[config.mk]
export PLATFORM = sky130hd
export DESIGN_NAME = data_bus_matrix_n
export DESIGN_NICKNAME = d
export VERILOG_FILES = /design/src/rtl/data_bus_matrix_n.sv
export SDC_FILE = /design/constraint.sdc
export NUM_CORES = 1
export LEC_CHECK = 0
export BUFFER_PORTS_ARGS = -buffer_cell sky130_fd_sc_hd__buf_4
export CAP_MARGIN = 10
export CORE_AREA = 2 2 286 288
export CTS_CLUSTER_SIZE = 25
export DETAILED_ROUTE_END_ITERATION = 8
export DIE_AREA = 0 0 288 290
export SLEW_MARGIN = 30
export SYNTH_ARGS = -nofsm -noshare
export SYNTH_HDL_FRONTEND = slang
export SYNTH_SLANG_ARGS = --single-unit
[constraint.sdc]
create_clock -name Clk -period 11 [get_ports Clk]
set_input_delay 2.2 -clock Clk [delete_from_list [all_inputs] [get_ports Clk]]
set_output_delay 2.2 -clock Clk [all_outputs]
set_load 0.01 [all_outputs]
[src/rtl/data_bus_matrix_n.sv]
// One-master, NUM_SLAVES-slave load/store bus matrix with base/mask decode,
// decode-error and timeout responses, and a one-deep pending read behind a write.
module data_bus_matrix_n #(
  parameter int NUM_SLAVES = 4,
  parameter int ADDR_W = 64,
  parameter int DATA_W = 64,
  parameter int STRB_W = DATA_W / 8,
  parameter logic [NUM_SLAVES*ADDR_W-1:0] SLV_BASE = '0,
  parameter logic [NUM_SLAVES*ADDR_W-1:0] SLV_MASK = '0,
  parameter int TIMEOUT = 255
) (
  input  logic                         Clk,
  input  logic                         Rst,
  input  logic                         M_RdReq,
  input  logic [ADDR_W-1:0]            M_RdAddr,
  input  logic                         M_WrReq,
  input  logic [ADDR_W-1:0]            M_WrAddr,
  input  logic [DATA_W-1:0]            M_WrData,
  input  logic [STRB_W-1:0]            M_WrStrb,
  output logic [DATA_W-1:0]            M_RdData,
  output logic                         M_RdDone,
  output logic                         M_WrDone,
  output logic                         M_Err,
  output logic                         Busy,
  output logic [NUM_SLAVES-1:0]        S_RdReq,
  output logic [ADDR_W-1:0]            S_RdAddr,
  input  logic [NUM_SLAVES*DATA_W-1:0] S_RdData,
  input  logic [NUM_SLAVES-1:0]        S_RdReady,
  output logic [NUM_SLAVES-1:0]        S_WrReq,
  output logic [ADDR_W-1:0]            S_WrAddr,
  output logic [DATA_W-1:0]            S_WrData,
  output logic [STRB_W-1:0]            S_WrStrb,
  input  logic [NUM_SLAVES-1:0]        S_WrReady
);

  localparam int SEL_W = (NUM_SLAVES > 1) ? $clog2(NUM_SLAVES) : 1;
  localparam int CNT_W = $clog2(TIMEOUT + 1);

  localparam logic [1:0] IDLE    = 2'd0;
  localparam logic [1:0] RD_WAIT = 2'd1;
  localparam logic [1:0] WR_WAIT = 2'd2;
  localparam logic [1:0] RESP    = 2'd3;

  logic [1:0]            state_reg;
  logic [SEL_W-1:0]      sel_reg;
  logic                  is_rd_reg;
  logic                  derr_reg;
  logic [CNT_W-1:0]      cnt_reg;
  logic [ADDR_W-1:0]     rd_addr_reg;
  logic [ADDR_W-1:0]     wr_addr_reg;
  logic [DATA_W-1:0]     wr_data_reg;
  logic [STRB_W-1:0]     wr_strb_reg;
  logic                  pend_reg;
  logic [ADDR_W-1:0]     pend_addr_reg;
  logic [NUM_SLAVES-1:0] s_rd_req_reg;
  logic [NUM_SLAVES-1:0] s_wr_req_reg;
  logic                  rd_done_reg;
  logic                  wr_done_reg;
  logic                  err_reg;
  logic [DATA_W-1:0]     rd_data_reg;

  logic [NUM_SLAVES-1:0] rd_hit;
  logic [NUM_SLAVES-1:0] wr_hit;
  logic [NUM_SLAVES-1:0] pend_hit;
  logic                  sel_ready;
  logic [DATA_W-1:0]     sel_rd_data;

  genvar gi;
  generate
    for (gi = 0; gi < NUM_SLAVES; gi++) begin : g_decode
      assign rd_hit[gi]   = (M_RdAddr & SLV_MASK[gi*ADDR_W +: ADDR_W]) == SLV_BASE[gi*ADDR_W +: ADDR_W];
      assign wr_hit[gi]   = (M_WrAddr & SLV_MASK[gi*ADDR_W +: ADDR_W]) == SLV_BASE[gi*ADDR_W +: ADDR_W];
      assign pend_hit[gi] = (pend_addr_reg & SLV_MASK[gi*ADDR_W +: ADDR_W]) == SLV_BASE[gi*ADDR_W +: ADDR_W];
    end
  endgenerate

  // Lowest-index hit wins when map entries overlap.
  function automatic logic [SEL_W-1:0] first_hit(input logic [NUM_SLAVES-1:0] hit);
    first_hit = '0;
    for (int i = NUM_SLAVES - 1; i >= 0; i--) begin
      if (hit[i]) first_hit = SEL_W'(i);
    end
  endfunction

  function automatic logic [NUM_SLAVES-1:0] onehot(input logic [SEL_W-1:0] s);
    onehot = '0;
    onehot[s] = 1'b1;
  endfunction

  assign sel_ready   = is_rd_reg ? S_RdReady[sel_reg] : S_WrReady[sel_reg];
  assign sel_rd_data = S_RdData[int'(sel_reg)*DATA_W +: DATA_W];

  always_ff @(posedge Clk or posedge Rst) begin
    if (Rst) begin
      state_reg     <= IDLE;
      sel_reg       <= '0;
      is_rd_reg     <= 1'b0;
      derr_reg      <= 1'b0;
      cnt_reg       <= '0;
      rd_addr_reg   <= '0;
      wr_addr_reg   <= '0;
      wr_data_reg   <= '0;
      wr_strb_reg   <= '0;
      pend_reg      <= 1'b0;
      pend_addr_reg <= '0;
      s_rd_req_reg  <= '0;
      s_wr_req_reg  <= '0;
      rd_done_reg   <= 1'b0;
      wr_done_reg   <= 1'b0;
      err_reg       <= 1'b0;
      rd_data_reg   <= '0;
    end else begin
      rd_done_reg <= 1'b0;
      wr_done_reg <= 1'b0;
      err_reg     <= 1'b0;
      rd_data_reg <= '0;
      case (state_reg)
        IDLE: begin
          if (M_WrReq) begin
            is_rd_reg   <= 1'b0;
            wr_addr_reg <= M_WrAddr;
            wr_data_reg <= M_WrData;
            wr_strb_reg <= M_WrStrb;
            if (M_RdReq) begin
              pend_reg      <= 1'b1;
              pend_addr_reg <= M_RdAddr;
            end
            if (|wr_hit) begin
              state_reg    <= WR_WAIT;
              sel_reg      <= first_hit(wr_hit);
              s_wr_req_reg <= onehot(first_hit(wr_hit));
              cnt_reg      <= '0;
            end else begin
              state_reg <= RESP;
              derr_reg  <= 1'b1;
            end
          end else if (M_RdReq) begin
            is_rd_reg   <= 1'b1;
            rd_addr_reg <= M_RdAddr;
            if (|rd_hit) begin
              state_reg    <= RD_WAIT;
              sel_reg      <= first_hit(rd_hit);
              s_rd_req_reg <= onehot(first_hit(rd_hit));
              cnt_reg      <= '0;
            end else begin
              state_reg <= RESP;
              derr_reg  <= 1'b1;
            end
          end
        end
        RD_WAIT, WR_WAIT: begin
          // Ready beats the timeout when both land in the same cycle.
          if (sel_ready || cnt_reg == CNT_W'(TIMEOUT)) begin
            state_reg    <= RESP;
            s_rd_req_reg <= '0;
            s_wr_req_reg <= '0;
            rd_done_reg  <= is_rd_reg;
            wr_done_reg  <= ~is_rd_reg;
            err_reg      <= ~sel_ready;
            if (is_rd_reg && sel_ready) rd_data_reg <= sel_rd_data;
          end else begin
            cnt_reg <= cnt_reg + 1'b1;
          end
        end
        default: begin
          // A decode error spends one RESP cycle before its Done so its
          // latency matches a zero-wait slave.
          if (derr_reg) begin
            derr_reg    <= 1'b0;
            rd_done_reg <= is_rd_reg;
            wr_done_reg <= ~is_rd_reg;
            err_reg     <= 1'b1;
          end else if (pend_reg) begin
            pend_reg    <= 1'b0;
            is_rd_reg   <= 1'b1;
            rd_addr_reg <= pend_addr_reg;
            if (|pend_hit) begin
              state_reg    <= RD_WAIT;
              sel_reg      <= first_hit(pend_hit);
              s_rd_req_reg <= onehot(first_hit(pend_hit));
              cnt_reg      <= '0;
            end else begin
              derr_reg <= 1'b1;
            end
          end else begin
            state_reg <= IDLE;
          end
        end
      endcase
    end
  end

  assign M_RdData = rd_data_reg;
  assign M_RdDone = rd_done_reg;
  assign M_WrDone = wr_done_reg;
  assign M_Err    = err_reg;
  assign Busy     = (state_reg != IDLE) | pend_reg;
  assign S_RdReq  = s_rd_req_reg;
  assign S_WrReq  = s_wr_req_reg;
  assign S_RdAddr = (state_reg == RD_WAIT) ? rd_addr_reg : '0;
  assign S_WrAddr = (state_reg == WR_WAIT) ? wr_addr_reg : '0;
  assign S_WrData = (state_reg == WR_WAIT) ? wr_data_reg : '0;
  assign S_WrStrb = (state_reg == WR_WAIT) ? wr_strb_reg : '0;

endmodule

==> impl_metrics.ini <==
[run_status]
status = completed

[placed_design]
place_congestion = 0.803
hpwl_um = 35900
port_buffers = 539
dpl_worst_slack_ps = 6340

[clock_network]
cts_resized = 0
clkTransAtPathRegs_ps = 60
clock-sinks = 345
cts_tree = yes
cts-root-buf = clkbuf_16
numCtsBuffers = 41
clk_path_buf_depth = 3
clkLatencyLatePin_ps = 550
ctsHoldBuffers = 0
htree_levels = 2
cts_setup_buffers = 0

[detailed_routing]
drt_first_pass_iters = 6
dr_total_vias = 10700
drcViolationCount = 0
postRouteWirelength_um = 48300
drtAntennaViolNets = 0
wl_per_cell_um = 17.4
viasPerCell = 3.86
drt_iter0_drc = 409

[job]
drv_cap = 0

[logic_synthesis]
netlist_instances = 1163
synth_ff_type = dfrtp_1
ys_ff_latch = 345
synth.most_common_cell = dfrtp_1
synth.distinct_cells = 37
ys.warnings.count = 0
synth_seq_area_share_pct = 58.9
syn_area_sq_um = 14700
syn_avg_cell_area_sq_um = 12.6
netlist_top_cells_area = dfrtp_1 (59%), mux2_2 (16%), and2_1 (11%), mux2i_1 (4.4%), a21oi_1 (2.4%)
yosysTopAreaCell = dfrtp_1
synth_edf_count = 0
yosys-top-cells-count = dfrtp_1 (345), and2_1 (264), mux2_2 (202)
netlist.area_leader.share_pct = 58.9
async_flop_share_pct = 100

[critical_path]
required_ps = 8800
timing.rr.start = state_reg[0]$_DFFE_PP0P_
end_kind = output pin
cp_data_arrival_time_ps = 2450
critPathLaunchType = register
crit_path_start = state_reg[0]$_DFFE_PP0P_
crit_type = register to output pin
critical_path.max_fanout = 69

[timing]
tns_ps = 0
min_period_over_period_pct = 42.2
relSlewSlack_pct = 36.3
fin_crit_ps = 4650
skew_ps = 10.6
rsz0062_at_grt = false
timing.final.ws_setup_ps = 6350
max_freq_ghz = 0.215
hold_viol_final = 0
tightest_slew_ps = 955
final_max_slew_viol_count = 0
finalSetupViolCount = 0

[power]
total_power_mw = 5.97
max-vdd-ir-drop_mv = 0.128
p_clk_share_pct = 23.8
p_sw_mw = 2.01
cellPowerDensity_nw_per_um2 = 281
p_sw_share_pct = 33.6
internal_power_mw = 3.97
p_seq_share_pct = 35.7
p_leak_nw = 10.0
power_frac_comb_pct = 40.5

[global_routing]
met1_usage_pct = 13.3
use_met3_pct = 4.54
antenna_found_initial = 9
grt_pass1_vias = 11300
grt.busiest_layer = met2
gr-usage-all-layers_pct = 11.2
grt_start_max_net_pins = 79
grt_overflow = 0
grt_pass1_wl_um = 71300
met2_usage_pct = 18.5

[finish]
nets = 2155
final_layout_size_suffix_gt1_share_pct = 48.4
area.growth.synth_to_final_pct = 45.1

[floorplanning]
floorplan.initialDensity_pct = 18.3
num_io_pins = 744
rows = 104
coreArea_sq_um = 80200
dieArea_sq_um = 83500
die_w_um = 288
die_h_um = 290

[hold_path]
hold_start = wr_data_reg[43]$_DFFE_PP0P_
worstHoldPathType = register to register
## worst paths after layout
kind / endpoint / slack, ps / cells after the start
worst max-delay path: S_WrData[58] / 6350 / 5
worst min-delay path: wr_data_reg[43]$_DFFE_PP0P_ / 490 / 1
worst max register to register: rd_addr_reg[59]$_DFFE_PP0P_ / 7530 / 8
worst min register to register: wr_data_reg[43]$_DFFE_PP0P_ / 490 / 1
max in group asynchronous: M_RdData[28]$_DFF_PP0_ / 7580 / 4
min in group asynchronous: M_RdData[19]$_DFF_PP0_ / 1600 / 2
## routing by layer
| metal | up-vias | share of wire (%) | wire (um) |
|---|---|---|---|
| met2 | 432 | 47 | 22700 |
| met1 | 5284 | 41 | 19600 |
| met4 | 4 | 2.3 | 1110 |
| met3 | 68 | 10 | 4920 |
| met5 | - | 0.062 | 30 |
| li1 | 4924 | - | - |
## critical path, cell delays in order, from the launching register on
cell and delay (ps):
dfrtp_1 410, inv_1 180, ha_4 530, buf_12 290, and2_1 280, buf_4 160
## through the flow
| step | util [%] | hold slack (ps) | area [sq um] | std cells |
|---|---|---|---|---|
| 2_1_floorplan | - | 471 | 14700 | 1168 |
| 3_3_place_gp | 24.7 | 469 | 19800 | 2698 |
| 3_5_place_dp | 24.8 | 482 | 19800 | 2699 |
| 4_1_cts | 26.5 | 497 | 21200 | 2771 |
| 5_1_grt | 26.5 | 511 | 21300 | 2771 |
| 6_report | 26.5 | 493 | 21300 | 2772 |
## final cells by class
cell class                      count  area (sq um)
Fill cell                        8445         58900
Sequential cell                   345          8630
Multi-Input combinational cell    738          5720
Timing Repair Buffer              551          4160
Tap cell                         1060          1330
Clock buffer                       59          1160
Clock inverter                     13           224
Inverter                            5          22.5
Antenna cell                        1          2.50
## placed cells by master (no fill, tap or decap), drive strengths merged, types with 4 or more instances in the layout
master,n
buf,551
dfrtp,345
and2,265
mux2,202
nor2,71
a21oi,71
mux2i,66
clkbuf,59
nor3,7
and3,7
conb,6
bufinv,6
inv,5
nand2,5
nand3,5
ha,5
nand2b,4
clkinv,4
## logic make-up (layout without fill, tap and decap cells)
family,count (synthesis),after routing,synth area share [%]
AOI/OAI and AO/OA,87,87,3.34
other,1,7,0.0256
adders and majority gates,5,5,0.427
xor gates and xnor gates,1,1,0.0598
muxes,268,268,20.1
buffers and inverters,85,628,2.64
and+or+nand+nor,371,371,14.5
DFF,345,345,58.9
## power groups by stage
| stage | combinational, mW | sequential (mW) | clock, mW |
|---|---|---|---|
| detailed placement | 2.48 | 2.15 | 0 |
| floorplan | 1.44 | 2.08 | 0 |
| finish | 2.42 | 2.13 | 1.42 |
| global placement | 2.41 | 2.12 | 0 |
| global route | 2.66 | 2.20 | 1.53 |
| CTS | 2.48 | 2.14 | 1.48 |
No activity file was read; power rests on OpenSTA's default activity.
